===== src/rtl/boa_pkg.sv =====
// Shared definitions for the BOA instruction-fetch path.
//   BOA_ENTRY_PC : default reset fetch address
//   trap_cause_e : trap cause codes carried with fetch entries
//   pf_entry_t   : one prefetch-queue entry {pc[31:1], insn, trap, cause}
package boa_pkg;

    localparam logic [31:0] BOA_ENTRY_PC = 32'h4000_0000;

    typedef enum logic [3:0] {
        CAUSE_INSN_MISALIGNED   = 4'd0,
        CAUSE_INSN_ACCESS_FAULT = 4'd1,
        CAUSE_ILLEGAL_INSN      = 4'd2,
        CAUSE_BREAKPOINT        = 4'd3
    } trap_cause_e;

    typedef struct packed {
        logic [31:1] pc;
        logic [31:0] insn;
        logic        trap;
        logic [3:0]  cause;
    } pf_entry_t;

    localparam int PF_ENTRY_W = $bits(pf_entry_t);

endpackage


===== src/rtl/boa_mem_bus.sv =====
// Instruction memory bus.
//   re    : request valid (master)
//   addr  : word address [31:2] (master)
//   ready : request accept (slave)
//   rdata : read data (slave)
// Handshake: a request is a cycle with re=1; it is accepted in that cycle
// when ready=1. The slave returns rdata exactly one cycle after acceptance,
// with no separate valid; the master tracks what it has in flight. While a
// request is not accepted, addr stays stable unless the master redirects.
interface boa_mem_bus;
    logic        re;
    logic [31:2] addr;
    logic        ready;
    logic [31:0] rdata;

    modport master (output re, output addr, input ready, input rdata);
    modport slave  (input re, input addr, output ready, output rdata);
endinterface


===== src/rtl/boa_prefetch_fifo.sv =====
// Prefetch queue: power-of-two ring buffer.
//   clk, rst       : clock, synchronous active-high reset
//   i_flush        : empty the queue at the next edge
//   i_push/i_wdata : enqueue an entry
//   i_pop          : dequeue the head entry
//   o_rdata        : head entry (valid when !o_empty)
//   o_full/o_empty : status
//   o_count        : occupancy, 0..DEPTH
// Push and pop in the same cycle on a full queue is allowed; occupancy is
// then unchanged.
module boa_prefetch_fifo #(
    parameter int DEPTH = 4,
    parameter int W     = 68
) (
    input  logic                     clk,
    input  logic                     rst,
    input  logic                     i_flush,
    input  logic                     i_push,
    input  logic                     i_pop,
    input  logic [W-1:0]             i_wdata,
    output logic [W-1:0]             o_rdata,
    output logic                     o_full,
    output logic                     o_empty,
    output logic [$clog2(DEPTH):0]   o_count
);

    localparam int AW = $clog2(DEPTH);
    localparam logic [AW-1:0] PTR_ONE   = 1;
    localparam logic [AW:0]   CNT_ONE   = 1;
    localparam logic [AW:0]   CNT_DEPTH = (AW+1)'(DEPTH);

    logic [W-1:0]  r_mem [DEPTH];
    logic [AW-1:0] r_wptr;
    logic [AW-1:0] r_rptr;
    logic [AW:0]   r_count;

    logic w_do_pop;
    logic w_do_push;

    assign o_full   = (r_count == CNT_DEPTH);
    assign o_empty  = (r_count == '0);
    assign o_count  = r_count;
    assign o_rdata  = r_mem[r_rptr];

    assign w_do_pop  = i_pop && !o_empty;
    // A pop frees the slot being written, so a full queue may still accept.
    assign w_do_push = i_push && (!o_full || w_do_pop);

    always_ff @(posedge clk) begin
        if (rst || i_flush) begin
            r_wptr  <= '0;
            r_rptr  <= '0;
            r_count <= '0;
        end else begin
            if (w_do_push) r_wptr <= r_wptr + PTR_ONE;
            if (w_do_pop)  r_rptr <= r_rptr + PTR_ONE;
            case ({w_do_push, w_do_pop})
                2'b10:   r_count <= r_count + CNT_ONE;
                2'b01:   r_count <= r_count - CNT_ONE;
                default: r_count <= r_count;
            endcase
        end
    end

    always_ff @(posedge clk) begin
        if (w_do_push && !i_flush) r_mem[r_wptr] <= i_wdata;
    end

endmodule


===== src/rtl/boa_prefetch_if.sv =====
// Instruction prefetch unit: fetches sequentially from ENTRY_PC over pbus,
// buffers responses in a DEPTH-entry queue and presents one instruction per
// cycle to ID on the q_* registers.
//   clk, rst            : clock, synchronous active-high reset
//   pbus                : instruction fetch master (re/addr out, ready/rdata in)
//   q_valid/q_pc/q_insn : instruction to ID
//   q_trap/q_cause      : fetch trap marker and cause
//   id_branch_predict/id_branch_target  : ID predicted-taken redirect
//   fw_stall_if         : no new fetch requests
//   fw_stall_id         : hold the q_* outputs
//   fw_branch_correct/fw_branch_alt     : misprediction redirect
//   fw_exception/fw_tvec                : trap redirect
// Redirect priority: fw_exception > fw_branch_correct > id_branch_predict.
module boa_prefetch_if
    import boa_pkg::*;
#(
    parameter int          DEPTH    = 4,
    parameter logic [31:0] ENTRY_PC = BOA_ENTRY_PC
) (
    input  logic        clk,
    input  logic        rst,
    boa_mem_bus.master  pbus,
    output logic        q_valid,
    output logic [31:1] q_pc,
    output logic [31:0] q_insn,
    output logic        q_trap,
    output logic [3:0]  q_cause,
    input  logic        id_branch_predict,
    input  logic [31:1] id_branch_target,
    input  logic        fw_stall_if,
    input  logic        fw_stall_id,
    input  logic        fw_branch_correct,
    input  logic [31:1] fw_branch_alt,
    input  logic        fw_exception,
    input  logic [31:1] fw_tvec
);

    localparam int AW = $clog2(DEPTH);
    localparam logic [AW+1:0] CREDIT_MAX = (AW+2)'(DEPTH);

    // Fetch state
    logic [31:1] r_pc;          // next sequential fetch PC
    logic        r_halt;        // set after a misaligned redirect
    // Entry arriving this cycle: a bus response or a synthesised trap entry
    logic        r_in_pending;
    logic        r_in_trap;
    logic [31:1] r_in_pc;
    // ID-facing registers
    logic        r_q_valid;
    pf_entry_t   r_q_entry;

    logic        w_redirect;
    logic [31:1] w_target;
    logic        w_trap_issue;
    logic        w_re;
    logic [31:2] w_addr;
    logic        w_accept;
    logic        w_credit;
    logic [AW+1:0] w_inflight;
    logic        w_in_valid;
    pf_entry_t   w_in_entry;
    pf_entry_t   w_head;
    logic        w_push;
    logic        w_pop;
    logic        w_full;
    logic        w_empty;
    logic [AW:0] w_count;

    assign w_redirect   = fw_exception || fw_branch_correct || id_branch_predict;
    assign w_trap_issue = w_redirect && w_target[1];

    always_comb begin
        w_target = id_branch_target;
        if (fw_exception)           w_target = fw_tvec;
        else if (fw_branch_correct) w_target = fw_branch_alt;
    end

    // Credit counts queued entries plus the one that may be arriving, so a
    // request is only issued if its response is guaranteed a slot even when
    // ID stalls. The q_* register is not counted; it is extra storage.
    assign w_inflight = {1'b0, w_count} + {{(AW+1){1'b0}}, r_in_pending};
    assign w_credit   = (w_inflight < CREDIT_MAX);

    always_comb begin
        w_re   = 1'b0;
        w_addr = r_pc[31:2];
        if (rst) begin
            w_re = 1'b0;
        end else if (w_redirect) begin
            // Redirects bypass both stalls and the credit check (queue flushes).
            w_addr = w_target[31:2];
            w_re   = !w_target[1];
        end else begin
            w_re = !fw_stall_if && w_credit && !r_halt;
        end
    end

    assign pbus.re   = w_re;
    assign pbus.addr = w_addr;
    assign w_accept  = w_re && pbus.ready;

    // Anything arriving during a redirect belongs to the old stream.
    assign w_in_valid = r_in_pending && !w_redirect;

    always_comb begin
        w_in_entry    = '0;
        w_in_entry.pc = r_in_pc;
        if (r_in_trap) begin
            w_in_entry.trap  = 1'b1;
            w_in_entry.cause = CAUSE_INSN_MISALIGNED;
        end else begin
            w_in_entry.insn = pbus.rdata;
        end
    end

    // Arriving entries bypass straight to q_* only when the queue is empty
    // and ID is taking; otherwise they queue behind older entries.
    assign w_pop  = !w_redirect && !fw_stall_id && !w_empty;
    assign w_push = w_in_valid && (fw_stall_id || !w_empty) && (!w_full || w_pop);

    boa_prefetch_fifo #(
        .DEPTH (DEPTH),
        .W     (PF_ENTRY_W)
    ) u_fifo (
        .clk     (clk),
        .rst     (rst),
        .i_flush (w_redirect),
        .i_push  (w_push),
        .i_pop   (w_pop),
        .i_wdata (w_in_entry),
        .o_rdata (w_head),
        .o_full  (w_full),
        .o_empty (w_empty),
        .o_count (w_count)
    );

    always_ff @(posedge clk) begin
        if (rst) begin
            r_pc         <= ENTRY_PC[31:1];
            r_halt       <= 1'b0;
            r_in_pending <= 1'b0;
            r_in_trap    <= 1'b0;
            r_in_pc      <= '0;
        end else begin
            r_in_pending <= w_accept || w_trap_issue;
            r_in_trap    <= w_trap_issue;
            if (w_redirect) begin
                r_in_pc <= w_target;
                r_halt  <= w_target[1];
                // PC is in halfword units: +2 is the next word.
                r_pc    <= w_accept ? (w_target + 31'd2) : w_target;
            end else begin
                r_in_pc <= r_pc;
                if (w_accept) r_pc <= r_pc + 31'd2;
            end
        end
    end

    always_ff @(posedge clk) begin
        if (rst) begin
            r_q_valid <= 1'b0;
            r_q_entry <= '0;
        end else if (w_redirect) begin
            r_q_valid <= 1'b0;
        end else if (!fw_stall_id) begin
            if (!w_empty) begin
                r_q_valid <= 1'b1;
                r_q_entry <= w_head;
            end else if (w_in_valid) begin
                r_q_valid <= 1'b1;
                r_q_entry <= w_in_entry;
            end else begin
                r_q_valid <= 1'b0;
            end
        end
    end

    assign q_valid = r_q_valid;
    assign q_pc    = r_q_entry.pc;
    assign q_insn  = r_q_entry.insn;
    assign q_trap  = r_q_entry.trap;
    assign q_cause = r_q_entry.cause;

endmodule


===== src/flat_wrapper.sv =====
// flat-port wrapper written by rule: the top's interface ports become plain ports
module boa_prefetch_if_flat import boa_pkg::*;
#(
    parameter int          DEPTH    = 4,
    parameter logic [31:0] ENTRY_PC = BOA_ENTRY_PC
)
  (clk, rst, q_valid, q_pc, q_insn, q_trap, q_cause, id_branch_predict, id_branch_target, fw_stall_if, fw_stall_id, fw_branch_correct, fw_branch_alt, fw_exception, fw_tvec, pbus_re, pbus_addr, pbus_ready, pbus_rdata);
  boa_mem_bus pbus_i ();
  input  logic clk;
  input  logic rst;
  output logic q_valid;
  output logic [31:1] q_pc;
  output logic [31:0] q_insn;
  output logic q_trap;
  output logic [3:0] q_cause;
  input  logic id_branch_predict;
  input  logic [31:1] id_branch_target;
  input  logic fw_stall_if;
  input  logic fw_stall_id;
  input  logic fw_branch_correct;
  input  logic [31:1] fw_branch_alt;
  input  logic fw_exception;
  input  logic [31:1] fw_tvec;
  output wire logic [$bits(pbus_i.re)-1:0] pbus_re;
  output wire logic [$bits(pbus_i.addr)-1:0] pbus_addr;
  input wire logic [$bits(pbus_i.ready)-1:0] pbus_ready;
  input wire logic [$bits(pbus_i.rdata)-1:0] pbus_rdata;
  assign pbus_re = pbus_i.re;
  assign pbus_addr = pbus_i.addr;
  assign pbus_i.ready = pbus_ready;
  assign pbus_i.rdata = pbus_rdata;
  boa_prefetch_if #(.DEPTH(DEPTH), .ENTRY_PC(ENTRY_PC)) u_core (.clk(clk), .rst(rst), .pbus(pbus_i), .q_valid(q_valid), .q_pc(q_pc), .q_insn(q_insn), .q_trap(q_trap), .q_cause(q_cause), .id_branch_predict(id_branch_predict), .id_branch_target(id_branch_target), .fw_stall_if(fw_stall_if), .fw_stall_id(fw_stall_id), .fw_branch_correct(fw_branch_correct), .fw_branch_alt(fw_branch_alt), .fw_exception(fw_exception), .fw_tvec(fw_tvec));
endmodule

===== config.mk =====
export PLATFORM = sky130hd
export DESIGN_NAME = boa_prefetch_if_flat
export DESIGN_NICKNAME = d
export VERILOG_FILES = /design/src/rtl/boa_pkg.sv /design/src/rtl/boa_mem_bus.sv /design/src/rtl/boa_prefetch_fifo.sv /design/src/rtl/boa_prefetch_if.sv /design/src/flat_wrapper.sv
export SDC_FILE = /design/constraint.sdc
export NUM_CORES = 1
export LEC_CHECK = 0
export BUFFER_PORTS_ARGS = -buffer_cell sky130_fd_sc_hd__buf_2
export CAP_MARGIN = 30
export CORE_MARGIN = 3
export CORE_UTILIZATION = 40
export CTS_CLUSTER_DIAMETER = 150
export CTS_CLUSTER_SIZE = 12
export DETAILED_ROUTE_END_ITERATION = 7
export GPL_TIMING_DRIVEN = 1
export HOLD_SLACK_MARGIN = 0.05
export PLACE_DENSITY = 0.61
export SYNTH_ARGS = -nofsm -noshare
export SYNTH_HDL_FRONTEND = slang
export SYNTH_SLANG_ARGS = --single-unit

===== constraint.sdc =====
create_clock -name clk -period 5.8 [get_ports clk]
set_input_delay 0.58 -clock clk [delete_from_list [all_inputs] [get_ports clk]]
set_output_delay 0.58 -clock clk [all_outputs]
set_load 0.01 [all_outputs]

==> impl_metrics.csv <==
group,metric,value,unit
timing,layout_min_cycle_time,3.47,ns
worst_setup_path,cp-end-kind,"primary output",
outcome,status,"finished clean",
synthesis,netlist_area,17400,sq um
clock_network,root_buffer,"clkbuf_16",
floorplanning,die_area,45900,sq um
detailed_routing,first_pass_iters,5,
pwr,power_density,291,nW/um^2
clock_network,path_clk_slew,0.06,ns
place,gp_congestion,0.879,
place,dp_hpwl,27500,microns
worst_hold_path,worstHoldPathType,"in2reg",
layout,final_cell_mix,"edfxtp_1, nand2_1, buf_2, nor2_1, dfxtp_1",
layout,final_util,47.2,%
timing,max_slew.worst_pin.slew,0.924,ns
synthesis,synthFlopType,"edfxtp_1",
worst_setup_path,start_kind,"primary input",
timing,drv_slew,0,
worst_setup_path,critical-path-max-stage-delay,0.68,ns
timing,setup-tns-final,0,ns
synthesis,synth_seq_cells,395,
pwr,ir_drop,0.209,mV
layout,nFillCells,3893,
clock_network,numClockSinks,395,
clock_network,h-tree-depth,2,
clock_network,cts_buffer_depth,3,
grt,grt_usage,18.4,%
synthesis,ys_types,69,
worst_setup_path,arrival,2.89,ns
synthesis,ys_async_sr_fraction,0,%
worst_setup_path,cp.required,5.22,ns
detailed_routing,drt_iter0_drc,948,
synthesis,synthCells,1393,
flow_run,cap_violations,0,
layout,antenna-diode-count,0,
detailed_routing,vias,11600,
detailed_routing,drt_wl_total,42800,microns
worst_setup_path,path_cells,"buf_2, or3_1, buf_4, nand2_1, buf_4, o21ai_0, buf_2",
detailed_routing,drc_errors,0,
clock_network,clk_latency,0.53,ns
grt,grt_max_degree,129,
floorplanning,top_level_ports,233,
place,io_buffers,228,
clock_network,cts-resized-gates,0,
worst_setup_path,crit_fanout,54,
floorplanning,initial_utilization,40.9,%
grt,grt_overflow_total,0,
worst_setup_path,crit_type,"in2out",
layout,layout-drive-gt1-share,24.9,%
grt,grt_pass1_wl,67800,microns
worst_setup_path,cpMaxStageDelayCell,"buf_2",
synthesis,ys_seq_area_share,60.3,%
timing,final.setup_skew,0.0182,ns
grt,grt_pass1_vias,11600,
floorplanning,row_count,75,
synthesis,synth_edf_count,256,
clock_network,post_cts_buffers,0,
timing,rsz0062_at_grt,"no",
timing,slew_headroom,38.4,%
synthesis,avgSynthCellArea,12.5,sq um
timing,setup_viol,0,
layout,nets,1731,
layout,final_common_cell,"edfxtp_1",
detailed_routing,ant_nets,0,
layout,syn2layout_area_growth,15.5,%
timing,period_share,59.8,%
detailed_routing,wire_per_inst,19.5,microns
synthesis,yosysWarnings,0,
clock_network,cts_tree,"done",
pwr,p_leak,7.06,nW
clock_network,cts_hold_buffers,0,
clock_network,cts_inserted_buffers,38,
timing,finalHoldViolations,0,
floorplanning,die_y,214,microns
timing,fmax,288,MHz
detailed_routing,routed_via_density,5.28,
grt,antenna_found_initial,1,
floorplanning,core_area,42400,sq um
floorplanning,die_w,214,microns
## synthesized netlist by cell type (3+ instances only)
cell type  instances  share of area, %
a211oi_1           7              0.30
a211oi_2           3              0.22
a21o_1             6              0.26
a21oi_1           44               1.3
a311oi_1          65               3.3
and2_1             9              0.32
and3_1             6              0.22
and4_1             5              0.25
buf_12             4              0.46
buf_2             10              0.29
buf_4              6              0.26
buf_6              4              0.26
buf_8              3              0.26
clkbuf_1          69               1.5
dfxtp_1          139                16
edfxtp_1         256                44
ha_1               7              0.50
inv_1             16              0.35
mux2_1             3              0.19
mux2_2            10              0.65
mux2i_1           30               1.7
mux2i_2            3              0.24
mux4_2            65               8.4
nand2_1          237               5.1
nand3_1           19              0.55
nand4_1           18              0.65
nor2_1           137               3.0
nor2b_1           33               1.2
nor3_1            17              0.49
nor4_1             6              0.22
nor4_4             3              0.37
o21a_1             7              0.30
o21ai_0           29              0.84
o21ai_1            8              0.23
o21ai_2            4              0.20
o22ai_1            9              0.32
or3_1              9              0.32
xnor2_1           32               1.6
xor2_1            22               1.1
## layer usage
metal  track usage (%)  vias to the layer above  wire, microns
li1                  -                     5516              -
met1              26.0                     5641          19600
met5                 0                        -              0
met2              30.3                      389          20000
met4              4.21                        0            771
met3              2.66                       49           2490
## area by class of cell
class | instances | area (sq um) | area share (%)
clock buffer | 67 | 1080 | 5.39
timing repair buffer | 250 | 1330 | 6.66
clock inverter | 2 | 32.5 | 0.162
tap | 577 | 722 | 3.60
sequential | 395 | 10500 | 52.3
inverter | 17 | 63.8 | 0.318
multi-input combinational | 888 | 6330 | 31.6
## logic make-up (layout without fill, tap and decap cells)
group / after synthesis / count (layout) / share of synthesized area, %
adder cells (fa/ha/maj): 8 / 8 / 0.620
XOR/XNOR: 54 / 54 / 2.73
other: 1 / 4 / 0.0216
multiplexers: 112 / 112 / 11.3
buffers and inverters: 113 / 336 / 3.39
AO/OA/AOI/OAI: 190 / 190 / 7.69
AND/OR/NAND/NOR: 520 / 520 / 13.9
flip-flops: 395 / 395 / 60.3
## power by group
| group | leakage [nW] | internal, W | switching, W | total (W) |
|---|---|---|---|---|
| Combinational | 3.07 | 0.000169 | 0.000261 | 0.000430 |
| Clock | 0.527 | 0.00127 | 0.00101 | 0.00228 |
| Sequential | 3.46 | 0.00305 | 0.0000616 | 0.00312 |
## path summary, 6_finish.rpt
check	startpoint	to	slack (ns)	cells past startpoint
max	fw_branch_correct	pbus_addr[0]	2.33	7
min	fw_stall_id	u_core.q_valid$_SDFFE_PP0N_	0.38	3
max reg2reg	u_core.u_fifo.o_count[2]$_SDFFE_PP0P_	u_core.u_fifo.o_count[2]$_SDFFE_PP0P_	2.96	9
min reg2reg	u_core.r_pc[1]$_SDFFE_PP0P_	u_core.r_pc[1]$_SDFFE_PP0P_	0.46	1
## stage by stage
step	std cells	instance area, sq um	setup slack [ns]	total power [W]	hold WS [ns]
2_1_floorplan	1396	17400	1.87	0.00344	0.427
3_3_place_gp	2126	18900	2.24	0.00360	0.434
3_5_place_dp	2126	18900	2.19	0.00361	0.446
4_1_cts	2195	20000	2.26	0.00588	0.370
5_1_grt	2196	20000	2.09	0.00604	0.389
6_report	2196	20000	2.33	0.00582	0.380
## registers in the layout, summed over array words and instances, names as in the netlist, named ones only
name and flops:
u_core.r_in_pc 31, u_core.u_fifo.r_rptr 2, u_core.u_fifo.r_mem 256, u_core.q_insn 32, u_core.u_fifo.r_wptr 2, u_core.r_halt 1, u_core.r_in_trap 1, u_core.u_fifo.o_count 3
u_core.q_valid 1, u_core.q_trap 1, u_core.q_pc 31, u_core.r_pc 31, u_core.r_in_pending 1
## critical path: cells and delay by family
kind	cells	cell delay (ns)
AND/OR/NAND/NOR	2	0.38
AO/OA/AOI/OAI	1	0.28
buffers and inverters	4	1.60
No activity file was read; power rests on OpenSTA's default activity.
